==> src/rtl/lcd_pkg.sv <==
// Shared definitions for the HD44780 writer: word field positions, FSM encoding and the
// clear/return-home decoder.
package lcd_pkg;

  localparam int unsigned WORD_W     = 10;
  localparam int unsigned RS_BIT     = 9;
  localparam int unsigned SINGLE_BIT = 8;

  typedef enum logic [2:0] {
    StIdle,
    StSetup,
    StPulse,
    StHold,
    StExec
  } state_e;

  // Clear display (0x01) and return home (0x02/0x03) need the long execution wait.
  function automatic logic is_long_cmd(input logic rs, input logic [7:0] cmd);
    return !rs && (cmd[7:2] == 6'd0) && (cmd[1:0] != 2'd0);
  endfunction

  function automatic int unsigned max_u(input int unsigned a, input int unsigned b);
    return (a > b) ? a : b;
  endfunction

endpackage

==> src/rtl/lcd_cycle_timer.sv <==
// Loadable down-counter. A load of N-1 makes done assert N cycles later, so a state entered
// with that load lasts exactly N cycles.
module lcd_cycle_timer #(
  parameter int unsigned WIDTH = 8
) (
  input  logic             clk,
  input  logic             rst,
  input  logic             load,
  input  logic [WIDTH-1:0] load_val,
  output logic             done
);

  logic [WIDTH-1:0] count_q;

  assign done = (count_q == '0);

  always_ff @(posedge clk or posedge rst) begin
    if (rst) begin
      count_q <= '0;
    end else if (load) begin
      count_q <= load_val;
    end else if (!done) begin
      count_q <= count_q - 1'b1;
    end
  end

endmodule

==> src/rtl/hd44780_writer.sv <==
// Pops command/data words from the LCD FIFO and drives an HD44780 bus in 8-bit or 4-bit mode
// with cycle-counted setup, enable, hold and execution timing.
module hd44780_writer
  import lcd_pkg::*;
#(
  parameter int unsigned BUS_WIDTH        = 8,
  parameter int unsigned SETUP_CYCLES     = 2,
  parameter int unsigned PULSE_CYCLES     = 13,
  parameter int unsigned HOLD_CYCLES      = 14,
  parameter int unsigned EXEC_CYCLES      = 1100,
  parameter int unsigned LONG_EXEC_CYCLES = 41100
) (
  input  logic                 clk,
  input  logic                 rst,
  input  logic                 in_valid,
  output logic                 in_ready,
  input  logic [WORD_W-1:0]    in_data,
  output logic                 lcd_rs,
  output logic                 lcd_rw,
  output logic                 lcd_e,
  output logic [BUS_WIDTH-1:0] lcd_db
);

  localparam int unsigned MaxCycles = max_u(max_u(max_u(SETUP_CYCLES, PULSE_CYCLES),
                                                  max_u(HOLD_CYCLES, EXEC_CYCLES)),
                                            LONG_EXEC_CYCLES);
  localparam int unsigned CntW = $clog2(MaxCycles) + 1;

  localparam logic [CntW-1:0] SetupLd    = CntW'(SETUP_CYCLES - 1);
  localparam logic [CntW-1:0] PulseLd    = CntW'(PULSE_CYCLES - 1);
  localparam logic [CntW-1:0] HoldLd     = CntW'(HOLD_CYCLES - 1);
  localparam logic [CntW-1:0] ExecLd     = CntW'(EXEC_CYCLES - 1);
  localparam logic [CntW-1:0] LongExecLd = CntW'(LONG_EXEC_CYCLES - 1);

  if (BUS_WIDTH != 8 && BUS_WIDTH != 4) begin : g_bad_width
    $error("hd44780_writer: BUS_WIDTH must be 8 or 4");
  end

  state_e          state_q;
  logic [7:0]      byte_q;
  logic            single_q;
  logic            second_q;
  logic            tmr_load;
  logic [CntW-1:0] tmr_val;
  logic            tmr_done;
  logic            need_second;
  logic [7:0]      lo_beat;

  assign in_ready = (state_q == StIdle);
  assign lcd_rw   = 1'b0;

  // A full byte in 4-bit mode still owes its low nibble after the first beat.
  assign need_second = (BUS_WIDTH == 4) && !single_q && !second_q;
  assign lo_beat     = {4'h0, byte_q[3:0]};

  always_comb begin
    tmr_load = 1'b0;
    tmr_val  = '0;
    unique case (state_q)
      StIdle: begin
        if (in_valid) begin
          tmr_load = 1'b1;
          tmr_val  = SetupLd;
        end
      end
      StSetup: begin
        if (tmr_done) begin
          tmr_load = 1'b1;
          tmr_val  = PulseLd;
        end
      end
      StPulse: begin
        if (tmr_done) begin
          tmr_load = 1'b1;
          tmr_val  = HoldLd;
        end
      end
      StHold: begin
        if (tmr_done) begin
          tmr_load = 1'b1;
          if (need_second) begin
            tmr_val = SetupLd;
          end else if (is_long_cmd(lcd_rs, byte_q)) begin
            tmr_val = LongExecLd;
          end else begin
            tmr_val = ExecLd;
          end
        end
      end
      StExec: begin
        tmr_load = 1'b0;
      end
      default: begin
        tmr_load = 1'b0;
      end
    endcase
  end

  lcd_cycle_timer #(
    .WIDTH(CntW)
  ) u_timer (
    .clk     (clk),
    .rst     (rst),
    .load    (tmr_load),
    .load_val(tmr_val),
    .done    (tmr_done)
  );

  always_ff @(posedge clk or posedge rst) begin
    if (rst) begin
      state_q  <= StIdle;
      lcd_e    <= 1'b0;
      lcd_rs   <= 1'b0;
      lcd_db   <= '0;
      byte_q   <= '0;
      single_q <= 1'b0;
      second_q <= 1'b0;
    end else begin
      unique case (state_q)
        StIdle: begin
          if (in_valid) begin
            lcd_rs   <= in_data[RS_BIT];
            lcd_db   <= in_data[7 -: BUS_WIDTH];
            byte_q   <= in_data[7:0];
            single_q <= in_data[SINGLE_BIT];
            second_q <= 1'b0;
            state_q  <= StSetup;
          end
        end
        StSetup: begin
          if (tmr_done) begin
            lcd_e   <= 1'b1;
            state_q <= StPulse;
          end
        end
        StPulse: begin
          if (tmr_done) begin
            lcd_e   <= 1'b0;
            state_q <= StHold;
          end
        end
        StHold: begin
          if (tmr_done) begin
            if (need_second) begin
              lcd_db   <= lo_beat[BUS_WIDTH-1:0];
              second_q <= 1'b1;
              state_q  <= StSetup;
            end else begin
              state_q <= StExec;
            end
          end
        end
        StExec: begin
          if (tmr_done) begin
            state_q <= StIdle;
          end
        end
        default: begin
          state_q <= StIdle;
        end
      endcase
    end
  end

endmodule

==> config.mk <==
export PLATFORM = sky130hd
export DESIGN_NAME = hd44780_writer
export DESIGN_NICKNAME = d
export VERILOG_FILES = /design/src/rtl/lcd_pkg.sv /design/src/rtl/lcd_cycle_timer.sv /design/src/rtl/hd44780_writer.sv
export SDC_FILE = /design/constraint.sdc
export NUM_CORES = 1
export LEC_CHECK = 0
export CORE_MARGIN = 2
export CORE_UTILIZATION = 50
export CTS_BUF_LIST = sky130_fd_sc_hd__clkbuf_2 sky130_fd_sc_hd__clkbuf_4 sky130_fd_sc_hd__clkbuf_8
export CTS_CLUSTER_SIZE = 24
export DETAILED_ROUTE_END_ITERATION = 10
export GPL_TIMING_DRIVEN = 0
export HOLD_SLACK_MARGIN = 0.08
export PLACE_DENSITY = 0.85
export REMOVE_ABC_BUFFERS = 1
export SLEW_MARGIN = 20
export SYNTH_ARGS = -nofsm -noshare
export SYNTH_HDL_FRONTEND = slang
export SYNTH_SLANG_ARGS = --single-unit
==> constraint.sdc <==
create_clock -name clk -period 3.34 [get_ports clk]
set_clock_uncertainty 0.05 [all_clocks]
set_input_delay 0.334 -clock clk [delete_from_list [all_inputs] [get_ports clk]]
set_output_delay 0.334 -clock clk [all_outputs]
set_load 0.01 [all_outputs]
[Word-level counts from Yosys, hierarchy flattened]
Index checks and enable logic that the tools add are counted.
Storage, ports and cells
  bits in registers: 30
  output and inout port bits: 12
  logic and storage cells: 48
  input bits: 13
Cells by class
  reduce and logical (&&, ||, !) cells: 12
  equality and inequality tests: 10
  muxes and demuxes: 20
  $add $sub $neg: 1
Operator list (count)
  17-bit case mux with 4 select lines: 1
  17-bit two-way mux: 2
  16-bit two-way mux: 2
  17-bit zero test: 1
  17-bit by 1-bit subtractor with 17-bit output (second input constant): 1
  3-bit two-way mux: 5
  3-bit case mux with 5 select lines: 1
  2-bit inequality test (second input constant): 6
  4-bit two-way mux: 2
  3-bit by 2-bit equality test with 1-bit output (second input constant): 2
  6-bit zero test: 1
  1-bit two-way mux: 5
  5-bit AND reduction: 1
  1-bit case mux with 2 select lines: 2
  2-bit nonzero test: 2
  3-bit by 1-bit equality test with 1-bit output (second input constant): 1
  3-bit equality test (second input constant): 1
  3-bit zero test: 1
  3-bit AND reduction: 1
  3-bit OR reduction: 1
  1-bit logical AND: 2
  2-bit AND reduction: 1
  1-bit zero test: 1

[Depth between registers and ports, before layout]
Gate-level depths: netlist of run 1.
  depth after elaboration: 7
  gate-level depth with buffers: 8
  gate-level depth less buffers: 6

[By module]
From an unflattened synthesis of run 1, not the netlist that was laid out.
Unflattened totals
  cells, all modules: 164
  area, all modules: 1710.4 um^2
By module, submodules not included
  lcd_cycle_timer: area each 1027.2 um^2, cells an instance 108, seq. area each 425.4 um^2, instances 1
  hd44780_writer: area each 683.2 um^2, cells an instance 56, seq. area each 325.3 um^2, instances 1

[Worst setup path before layout of run 1]
OpenSTA, ideal clock, no wires.
  path kind: register to register
  from: reg u_timer.count_q[8]
  to: reg u_timer.count_q[13]
  library setup time: 0.083 ns
  period minus slack after synthesis: 1.871 ns
  required time: 3.207 ns
  setup slack: 1.469 ns
  buffers on the path: 1
  arrival time: 1.739 ns
  cell stages (with the launch flop): 7
  path through: dfrtp_1 > nor4_4 > and4b_1 > buf_6 > nand2_4 > or4_4 > o21ai_0
Between the ends
  longest elaborated chain between the ends: 4
  elaborated cells on any way between the ends: 9
  classes of those cells: add/sub: 1; eq/ne: 1; mux: 6; reduce/logical: 1
RTL lines
  start: declaration: RTL line lcd_cycle_timer.sv:13  | logic [WIDTH-1:0] count_q;
  start signal: assignment: RTL line lcd_cycle_timer.sv:21  | count_q <= load_val;
  start signal: assignment: RTL line lcd_cycle_timer.sv:23  | count_q <= count_q - 1'b1;
  parallel branches: the longest is 4 deep, another holds 17-bit by 1-bit subtractor with 17-bit output
Parallel ways; which one is timed is not known. The select of a mux whose other input is x is not followed.
A chain may end at the register's enable or synchronous reset.

[Worst setup path after layout of run 1]
  from: reg u_timer.count_q[8]
  to: reg u_timer.count_q[5]
Between the ends
  longest elaborated chain between the ends: 4
  elaborated cells on any way between the ends: 7
  classes of those cells: eq/ne: 1; mux: 5; reduce/logical: 1
RTL lines
  17-bit zero test (*): RTL line lcd_cycle_timer.sv:15  | assign done = (count_q == '0);
  1-bit two-way mux / 16-bit two-way mux (equally long branches): RTL line hd44780_writer.sv:67, hd44780_writer.sv:73, hd44780_writer.sv:79
  1-bit case mux with 2 select lines / 17-bit case mux with 4 select lines (equally long branches): RTL line hd44780_writer.sv:59  | unique case (state_q)
  2-bit inequality test (no source line) / 17-bit two-way mux (equally long branches)
Every way passes the cells marked *; elsewhere a longest branch is shown, timed or not.

==> impl_metrics.env, run 1 <==
export IMPL_outcome="finished clean"
export IMPL_worst_skew_pair_late_latency_ps=340
export IMPL_layout_cells_most_common="nand2_1"
export IMPL_finalSetupTns_ps=0
export IMPL_syn_avg_cell_area_um2=9.07
export IMPL_ctsHoldBuffers=0
export IMPL_grt_start_max_net_pins=31
export IMPL_firstDrtPassIters=4
export IMPL_gp_congestion=0.818
export IMPL_cts_num_sinks=30
export IMPL_yosys_most_used_dff="dfrtp_1"
export IMPL_grt_pass1_wl_mm=5.91
export IMPL_ir_worst_vdd_v=0.000209
export IMPL_num_io_pins=25
export IMPL_fin_crit_ps=2230
export IMPL_vias=1280
export IMPL_ys_types=40
export IMPL_synthArstFlopShare=1.00
export IMPL_nNetsFinal=208
export IMPL_ys_warn_count=0
export IMPL_finalSetupViolations=0
export IMPL_multi_input_area_um2=746
export IMPL_worstPathMaxFanout=10
export IMPL_synth_edff_count=0
export IMPL_vias_per_cell=5.64
export IMPL_layout_common_cells="41 x nand2_1, 30 x dfrtp_1, 22 x clkdlybuf4s50_1"
export IMPL_dpl_cell_area_um2=1770
export IMPL_post_cts_buffers=0
export IMPL_diodes=0
export IMPL_wl_mm=3.37
export IMPL_cp_end_kind="register"
export IMPL_cp_cell_sequence="nor4_4 > and4b_1 > nand2_4 > o21ai_1 > nor2_1"
export IMPL_num_fill_cells=256
export IMPL_cp_slowest_cell="o21ai_1"
export IMPL_first_global_vias=1286
export IMPL_drive_gt1_frac=0.0928
export IMPL_required_ps=3490
export IMPL_hp_class="in2async"
export IMPL_syn_area_um2=1550
export IMPL_drv_slew=0
export IMPL_grt_overflow=0
export IMPL_dieHeight_um=59.7
export IMPL_fin_area_um2=1840
export IMPL_regArea_um2=751
export IMPL_power_per_cell_area_nw_per_um2=338
export IMPL_dieArea_um2=3560
export IMPL_drc=0
export IMPL_leakage_uw=0.000796
export IMPL_clockRootBuffer="clkbuf_4"
export IMPL_antenna_found_initial=0
export IMPL_cts_max_level=2
export IMPL_fmax_mhz=448
export IMPL_cts_resized=0
export IMPL_criticalPathCategory="reg2reg"
export IMPL_core_region_area_um2=3000
export IMPL_slowest_delay_ps=510
export IMPL_grt_util_all_layers=0.224
export IMPL_io_buffers=22
export IMPL_area_growth_syn_to_layout_pct=18.5
export IMPL_start_util=0.516
export IMPL_wl_per_cell_um=14.8
export IMPL_cts_tree="built"
export IMPL_cap_violations=0
export IMPL_netlist_instances=171
export IMPL_timing_final_crit_share=0.668
export IMPL_maxSlewHeadroom=0.592
export IMPL_rsz0062_at_grt="false"
export IMPL_cts_buffers=5
export IMPL_hpwl_mm=2.44
export IMPL_crit_start="u_timer.count_q[8]"
export IMPL_drtIter0Drc=94
export IMPL_worst_pin_slew_ps=611
export IMPL_ant_nets=0
export IMPL_r2r_start="u_timer.count_q[8]"
export IMPL_rows=20
export IMPL_clk_pin_slew_ps=100
export IMPL_cp_arrival_ps=2380
export IMPL_clockBufferDepth=2
export IMPL_hold_viol=0
export IMPL_worst_setup_path_start_kind="register"
export IMPL_ys_seq_elements=30
export IMPL_chipWidth_um=59.7
export IMPL_ys_seq_area_frac=0.484
==> kinds of logic (layout without fill, tap and decap cells) <==
family	after synthesis	in the layout	share of synthesized area
XOR/XNOR	11	11	0.0622
AND/OR/NAND/NOR	92	92	0.303
buffers and inverters	11	34	0.0347
flip-flops	30	30	0.484
adder cells (fa/ha/maj)	2	2	0.0161
AO/OA/AOI/OAI	24	24	0.0968
other	1	1	0.00242
==> report_power, final <==
group	switching (uW)	internal, uW
combinational	9.79	11.7
sequential	0	363
clock	126	110
==> per-stage QoR <==
stage	total power [uW]	hold WS (ps)	utilization	instances	worst slack [ps]
after floorplan	376	375	-	164	1430
after global placement	391	438	0.590	219	1210
after detailed placement	392	445	0.590	219	1140
after CTS	628	463	0.612	227	1130
after global routing	649	388	0.612	227	900
final	621	340	0.612	227	1110
==> cell usage after synthesis, types with 2 or more instances <==
library cell	n	area, um2
nand2_1	41	154
dfrtp_1	30	751
nor2_1	13	48.8
nor3_1	9	45.0
xnor2_1	8	70.1
nand3_1	6	30.0
o21ai_0	6	30.0
or3_1	6	37.5
a21oi_1	5	25.0
clkbuf_1	4	15.0
inv_1	4	15.0
nor4_1	4	25.0
xor2_1	3	26.3
a211oi_1	2	15.0
and2_2	2	15.0
ha_1	2	25.0
o22ai_1	2	12.5
o31ai_1	2	15.0
==> metal layers <==
layer | part of all wire | track usage | up-vias
met5 | 0 | 0 | -
met4 | 0.013 | 0.0730 | 0
met3 | 0.043 | 0.0693 | 7
met2 | 0.49 | 0.342 | 29
met1 | 0.45 | 0.304 | 610
li1 | - | - | 634
==> path summary, 6_finish.rpt <==
kind | to | slack [ps] | cells past startpoint
hold reg to reg | byte_q[1] | 460 | 2
setup reg to reg | u_timer.count_q[5] | 1110 | 5
min in group clk | byte_q[1] | 460 | 2
max in group asynchronous | byte_q[4] | 2500 | 2
hold / removal | u_timer.count_q[13] | 340 | 2
setup / recovery | u_timer.count_q[5] | 1110 | 5
==> cell type report <==
type | count | area share
timing repair buffer | 22 | 0.120
inverter | 4 | 0.00817
multi-input combinational | 130 | 0.406
tap | 33 | 0.0225
clock inverter | 1 | 0.00272
clock buffer | 7 | 0.0320
sequential | 30 | 0.409
==> critical path, delay by kind of cell, from the launching register on <==
kind	cells	cell delay [ps]
AOI/OAI and AO/OA	1	510
and+or+nand+nor	4	1080
DFF	1	460
==> state kept, by name, indices dropped and copies added (netlist names) <==
signal	count
lcd_e	1
lcd_rs	1
byte_q	8
state_q	3
u_timer.count_q	17
No activity file was read; power rests on OpenSTA's default activity.
==> run 2: changes to the inputs <==
--- a/config.mk
+++ b/config.mk
@@ -6,13 +6,13 @@
 export NUM_CORES = 1
 export LEC_CHECK = 0
 export CORE_MARGIN = 2
-export CORE_UTILIZATION = 50
+export CORE_UTILIZATION = 49
 export CTS_BUF_LIST = sky130_fd_sc_hd__clkbuf_2 sky130_fd_sc_hd__clkbuf_4 sky130_fd_sc_hd__clkbuf_8
 export CTS_CLUSTER_SIZE = 24
 export DETAILED_ROUTE_END_ITERATION = 10
 export GPL_TIMING_DRIVEN = 0
 export HOLD_SLACK_MARGIN = 0.08
-export PLACE_DENSITY = 0.85
+export PLACE_DENSITY = 0.87
 export REMOVE_ABC_BUFFERS = 1
 export SLEW_MARGIN = 20
 export SYNTH_ARGS = -nofsm -noshare
==> constraint.sdc (replaced) <==
create_clock -name clk -period 1.9 [get_ports clk]
set_clock_uncertainty 0.05 [all_clocks]
set_input_delay 0.19 -clock clk [delete_from_list [all_inputs] [get_ports clk]]
set_output_delay 0.19 -clock clk [all_outputs]
set_load 0.01 [all_outputs]
==> run 2 against run 1 <==
Against the previous run: die area increased by 1.9%; core utilization grew 5.6 points; cell area is 10% higher; sequential cell count is the same; critical endpoint is now u_timer.count_q[13]; largest cell class is now multi-input gates.
==> impl_metrics.env, run 2 (synthesis gave the netlist of run 1 again) <==
export IMPL_outcome="finished clean"
export IMPL_hp_class="in2async"
export IMPL_drc=0
export IMPL_io_buffers=22
export IMPL_drive_gt1_frac=0.238
export IMPL_num_io_pins=25
export IMPL_top_register="u_timer.count_q"
export IMPL_largest_register_ffs=17
export IMPL_cts_tree="built"
export IMPL_finalSetupViolations=0
export IMPL_crit_buf_inv=0
export IMPL_criticalPathCategory="reg2reg"
export IMPL_leakage_uw=0.000868
export IMPL_dpl_cell_count=230
export IMPL_cp_end_kind="register"
export IMPL_chipWidth_um=60.2
export IMPL_fin_area_um2=2020
export IMPL_top_regs="u_timer.count_q (17), byte_q (8), state_q (3)"
export IMPL_slowest_delay_ps=520
export IMPL_grt_overflow=0
export IMPL_finalWorstSetupSlack_ps=19.0
export IMPL_ant_nets=0
export IMPL_fin_crit_ps=1880
export IMPL_worstPathMaxFanout=7
export IMPL_diodes=0
export IMPL_cp_cell_sequence="nor4_4 > and4b_2 > nand2_4 > or4_4 > o21ai_0"
export IMPL_worst_skew_pair_late_latency_ps=340
export IMPL_clockRootBuffer="clkbuf_4"
export IMPL_rows=20
export IMPL_maxSlewHeadroom=0.589
export IMPL_vias_per_cell=5.30
export IMPL_ff2ff_setup_slack_ps=20
export IMPL_required_ps=2110
export IMPL_timing_final_crit_share=0.990
export IMPL_rsz0062_at_grt="true"
export IMPL_ir_worst_vdd_v=0.000584
export IMPL_antenna_found_initial=0
export IMPL_grt_start_max_net_pins=31
export IMPL_layout_common_cells="41 x nand2_1, 24 x dfrtp_1, 22 x clkdlybuf4s50_1"
export IMPL_cts_max_level=2
export IMPL_layout_cells_most_common="nand2_1"
export IMPL_clk_pin_slew_ps=90
export IMPL_drtIter0Drc=47
export IMPL_ff2ff_path_depth=5
export IMPL_start_util=0.512
export IMPL_dieArea_um2=3630
export IMPL_firstDrtPassIters=4
export IMPL_worst_pin_slew_ps=616
export IMPL_fmax_mhz=532
export IMPL_p_total_uw=1150
export IMPL_clockBufferDepth=2
export IMPL_worst_setup_path_start_kind="register"
export IMPL_cp_arrival_ps=2090
export IMPL_path_delay_family="simple AND/OR/NAND/NOR gates"
export IMPL_power_per_cell_area_nw_per_um2=568
export IMPL_postLayoutCoreUtil=0.667
export IMPL_fin_cells=250
export IMPL_cap_violations=0
export IMPL_area_growth_syn_to_layout_pct=30.3
export IMPL_core_region_area_um2=3030
export IMPL_grt_pass1_wl_mm=5.76
export IMPL_wl_mm=3.39
export IMPL_nNetsFinal=220
export IMPL_cts_num_sinks=30
export IMPL_cp_slowest_cell="or4_4"
export IMPL_wl_per_cell_um=13.6
export IMPL_hpwl_mm=2.17
export IMPL_drv_slew=0
export IMPL_hold_viol=0
export IMPL_first_global_vias=1280
export IMPL_cts_buffers=5
export IMPL_grt_util_all_layers=0.218
export IMPL_pre_cts_ws_ps=-315
export IMPL_dieHeight_um=60.2
export IMPL_cp_num_cells=5
export IMPL_gp_congestion=0.826
export IMPL_dpl_cell_area_um2=1790
export IMPL_vias=1326
==> run 2: final timing paths <==
check	from	endpoint
setup / recovery	u_timer.count_q[9]	u_timer.count_q[13]
hold / removal	rst	u_timer.count_q[11]
setup reg to reg	u_timer.count_q[9]	u_timer.count_q[13]
hold reg to reg	byte_q[2]	byte_q[2]
max in group asynchronous	rst	u_timer.count_q[9]
min in group clk	in_data[4]	byte_q[4]
==> run 2: metrics by stage <==
stage / TNS (ps) / hold slack [ps]
after floorplan: -43.0 / 231
after detailed placement: -3430 / 445
after global routing: -199 / 237
final: 0 / 182
after CTS: 0 / 196
after global placement: -3120 / 438
==> run 2: power by group <==
part / switching, uW / internal (uW)
Sequential: 0 / 638
Clock: 221 / 252
Combinational: 16.9 / 20.5
==> run 2: cell type report <==
type / count / area, um2
multi-input combinational: 131 / 811
timing repair buffer: 33 / 303
tap: 44 / 55.1
clock buffer: 8 / 78.8
inverter: 4 / 15.0
sequential: 30 / 758
fill: 252 / 1010
==> run 2: repair_timing <==
item                       4_1_cts  5_1_grt
setup endpoints to repair       19       14
setup buffers                    6        5
hold endpoints to repair         0        0
pin swaps                        4        3
cloned                           0        1
resized for setup                7       17
hold buffers                     0        0
==> run 2: layer usage <==
layer,global-route usage,routed length (um),up-vias
met5,0,0,-
met4,0.0667,66,0
met3,0.0693,195,7
met2,0.342,1610,38
met1,0.288,1520,627
li1,-,-,654
==> run 3: changes to the inputs <==
--- a/config.mk
+++ b/config.mk
@@ -6,7 +6,7 @@
 export NUM_CORES = 1
 export LEC_CHECK = 0
 export CORE_MARGIN = 2
-export CORE_UTILIZATION = 49
+export CORE_UTILIZATION = 50
 export CTS_BUF_LIST = sky130_fd_sc_hd__clkbuf_2 sky130_fd_sc_hd__clkbuf_4 sky130_fd_sc_hd__clkbuf_8
 export CTS_CLUSTER_SIZE = 24
 export DETAILED_ROUTE_END_ITERATION = 10
@@ -17,4 +17,5 @@
 export SLEW_MARGIN = 20
 export SYNTH_ARGS = -nofsm -noshare
 export SYNTH_HDL_FRONTEND = slang
+export SYNTH_HIERARCHICAL = 1
 export SYNTH_SLANG_ARGS = --single-unit
==> run 3 against run 2 <==
Against the previous run: the run now ends with setup timing left; largest power group unchanged; critical path type unchanged; critical path depth rose by 5; sequential share of layout area shrank 4.2 points; via count is 3.5% higher; synthesized area rose by 10%; die area is 7.6% higher.
==> impl_metrics.env, run 3 <==
export IMPL_outcome="finished with violations"
export IMPL_violations="setup timing"
export IMPL_clk_pin_slew_ps=100
export IMPL_ys_seq_area_frac=0.439
export IMPL_dieArea_um2=3900
export IMPL_top_regs="u_timer/count_q (17), byte_q (8), state_q (3)"
export IMPL_yosys_most_used_dff="dfrtp_1"
export IMPL_cts_tree="built"
export IMPL_num_fill_cells=268
export IMPL_finalSetupTns_ps=-10310
export IMPL_start_util=0.517
export IMPL_cts_num_sinks=30
export IMPL_ys_types=39
export IMPL_ir_worst_vdd_v=0.000491
export IMPL_grt_util_all_layers=0.207
export IMPL_dieHeight_um=62.5
export IMPL_worst_skew_pair_late_latency_ps=340
export IMPL_cp_slowest_cell="dfrtp_1"
export IMPL_rsz0062_at_grt="true"
export IMPL_timing_final_crit_share=1.30
export IMPL_criticalPathCategory="reg2reg"
export IMPL_layout_cells_most_common="dfrtp_1"
export IMPL_grt_pass1_wl_mm=6.23
export IMPL_layout_common_cells="28 x dfrtp_1, 22 x clkdlybuf4s50_1, 22 x buf_4"
export IMPL_diodes=0
export IMPL_grt_start_max_net_pins=18
export IMPL_fmax_mhz=404
export IMPL_maxSlewHeadroom=0.564
export IMPL_wl_mm=3.79
export IMPL_clockBufferDepth=2
export IMPL_chipWidth_um=62.5
export IMPL_vias_per_cell=5.30
export IMPL_synth_commonest_cells="30 x dfrtp_1, 11 x nand2_1, 11 x nor2_1"
export IMPL_drc=0
export IMPL_syn_area_um2=1710
export IMPL_hold_viol=0
export IMPL_cp_arrival_ps=2660
export IMPL_gp_congestion=0.785
export IMPL_firstDrtPassIters=4
export IMPL_hpwl_mm=2.15
export IMPL_hp_class="in2async"
export IMPL_netlist_instances=164
export IMPL_worst_pin_slew_ps=653
export IMPL_top_register="u_timer/count_q"
export IMPL_area_growth_syn_to_layout_pct=32.0
export IMPL_wl_per_cell_um=14.6
export IMPL_ant_nets=0
export IMPL_clockRootBuffer="clkbuf_4"
export IMPL_cp_cell_sequence="inv_1 > ha_2 > or3b_4 > or3_4 > nor2_4 > nand2b_1 > nor2_2 > or2_4 > clkinvlp_4 > o211a_1"
export IMPL_vias=1373
export IMPL_cp_end_kind="register"
export IMPL_holdWs_ps=139
export IMPL_finalSetupViolations=21
export IMPL_antenna_found_initial=0
export IMPL_largest_register_ffs=17
export IMPL_regArea_um2=753
export IMPL_yosys_area_top_type="dfrtp_1"
export IMPL_syn_avg_cell_area_um2=10.4
export IMPL_cts_buffers=5
export IMPL_drtIter0Drc=42
export IMPL_netlist_area_leader_share=0.439
export IMPL_first_global_vias=1350
export IMPL_synth_most_common_cell="dfrtp_1"
export IMPL_worstPathMaxFanout=7
export IMPL_nNetsFinal=226
export IMPL_leakage_uw=0.000986
export IMPL_crit_start="u_timer/count_q[1]"
export IMPL_num_io_pins=25
export IMPL_worst_setup_path_start_kind="register"
export IMPL_core_region_area_um2=3310
export IMPL_ys_warn_count=6
export IMPL_fin_crit_ps=2480
export IMPL_multi_input_area_um2=951
export IMPL_io_buffers=22
export IMPL_ys_seq_elements=30
export IMPL_slowest_delay_ps=390
export IMPL_cts_max_level=2
export IMPL_synth_edff_count=0
export IMPL_required_ps=2090
export IMPL_synthTopCellsByArea="dfrtp_1 44%, mux2_4 7.0%, o211a_1 4.7%, xor2_1 4.6%, o31ai_1 3.1%"
export IMPL_finalWorstSetupSlack_ps=-576
export IMPL_synthArstFlopShare=1.00
export IMPL_drive_gt1_frac=0.315
export IMPL_power_per_cell_area_nw_per_um2=955
export IMPL_rows=21
export IMPL_r2r_start="u_timer/count_q[1]"
export IMPL_cap_violations=0
export IMPL_grt_overflow=0
export IMPL_drv_slew=0
run 3: cell types whose count changed after synthesis, moves of 4 or more:
cell	before	now
nor3_1	9	5
o211a_1	0	8
nand2_1	41	11
xnor2_1	8	2
mux2_4	0	8
nand2b_1	0	8
o31ai_1	2	7
a21oi_1	5	1
nand3_1	6	1
xor2_1	3	9
run 3: path summary, 6_finish.rpt:
| kind | endpoint | slack, ps | cells past startpoint |
|---|---|---|---|
| worst max-delay path | u_timer/count_q[6] | -580 | 10 |
| worst min-delay path | lcd_e | 140 | 2 |
| worst max register to register | u_timer/count_q[6] | -580 | 10 |
| worst min register to register | byte_q[4] | 500 | 1 |
| max in group asynchronous | u_timer/count_q[13] | 1170 | 2 |
| min in group clk | byte_q[4] | 410 | 2 |
run 3: power by group:
part | internal (uW) | leakage (uW) | switching [uW]
clock network | 272 | 0.0000450 | 238
registers | 801 | 0.000355 | 138
logic | 411 | 0.000586 | 296
run 3: layout make-up:
cell class              instances  area share
clock buffers                   5      0.0166
clock inverters                 3      0.0177
inverters                       6      0.0116
multi-input cells             124       0.421
flip-flops and latches         30       0.334
well taps                      46      0.0255
repair buffers                 44       0.171
repair inverters                1     0.00332
run 3: logic make-up after synthesis:
logic type	Yosys count	synth area share
flip-flops	30	0.439
XOR/XNOR	11	0.0563
buffers and inverters	19	0.0680
adder cells (fa/ha/maj)	1	0.00731
other	1	0.00219
AO/OA/AOI/OAI	33	0.145
multiplexers	10	0.0834
AND/OR/NAND/NOR	59	0.199
run 3: per-stage QoR:
| step | instance area (um2) | power, uW | cells | util | worst slack (ps) |
|---|---|---|---|---|---|
| 6_report | 2260 | 2160 | 259 | 0.682 | -576 |
| 5_1_grt | 2260 | 2290 | 259 | 0.682 | -676 |
| 4_1_cts | 2190 | 2080 | 251 | 0.660 | -561 |
| 3_5_place_dp | 1920 | 1500 | 227 | 0.581 | -1490 |
| 3_3_place_gp | 1920 | 1470 | 227 | 0.581 | -1470 |
| 2_1_floorplan | 1650 | 1320 | 159 | - | -1070 |
run 3: critical path, delay by kind of cell, from the launching register on:
| kind | cells | cell delay [ps] |
|---|---|---|
| buf+inv | 2 | 230 |
| compound gates | 1 | 230 |
| flops | 1 | 390 |
| simple gates | 6 | 1300 |
| fa+ha+maj | 1 | 170 |
run 3: timing repair:
action | CTS | global route
pin swaps | 11 | 6
hold buffers | 0 | 0
setup endpoints to repair | 21 | 22
cloned | 2 | 0
buffers inserted | 14 | 8
resized for setup | 22 | 6
run 3: layer usage:
metal | global-route usage | vias to the layer above | part of all wire
met3 | 0.0396 | 8 | 0.041
li1 | - | 673 | -
met1 | 0.257 | 664 | 0.43
met2 | 0.341 | 28 | 0.51
met5 | 0 | - | 0
met4 | 0.114 | 0 | 0.019
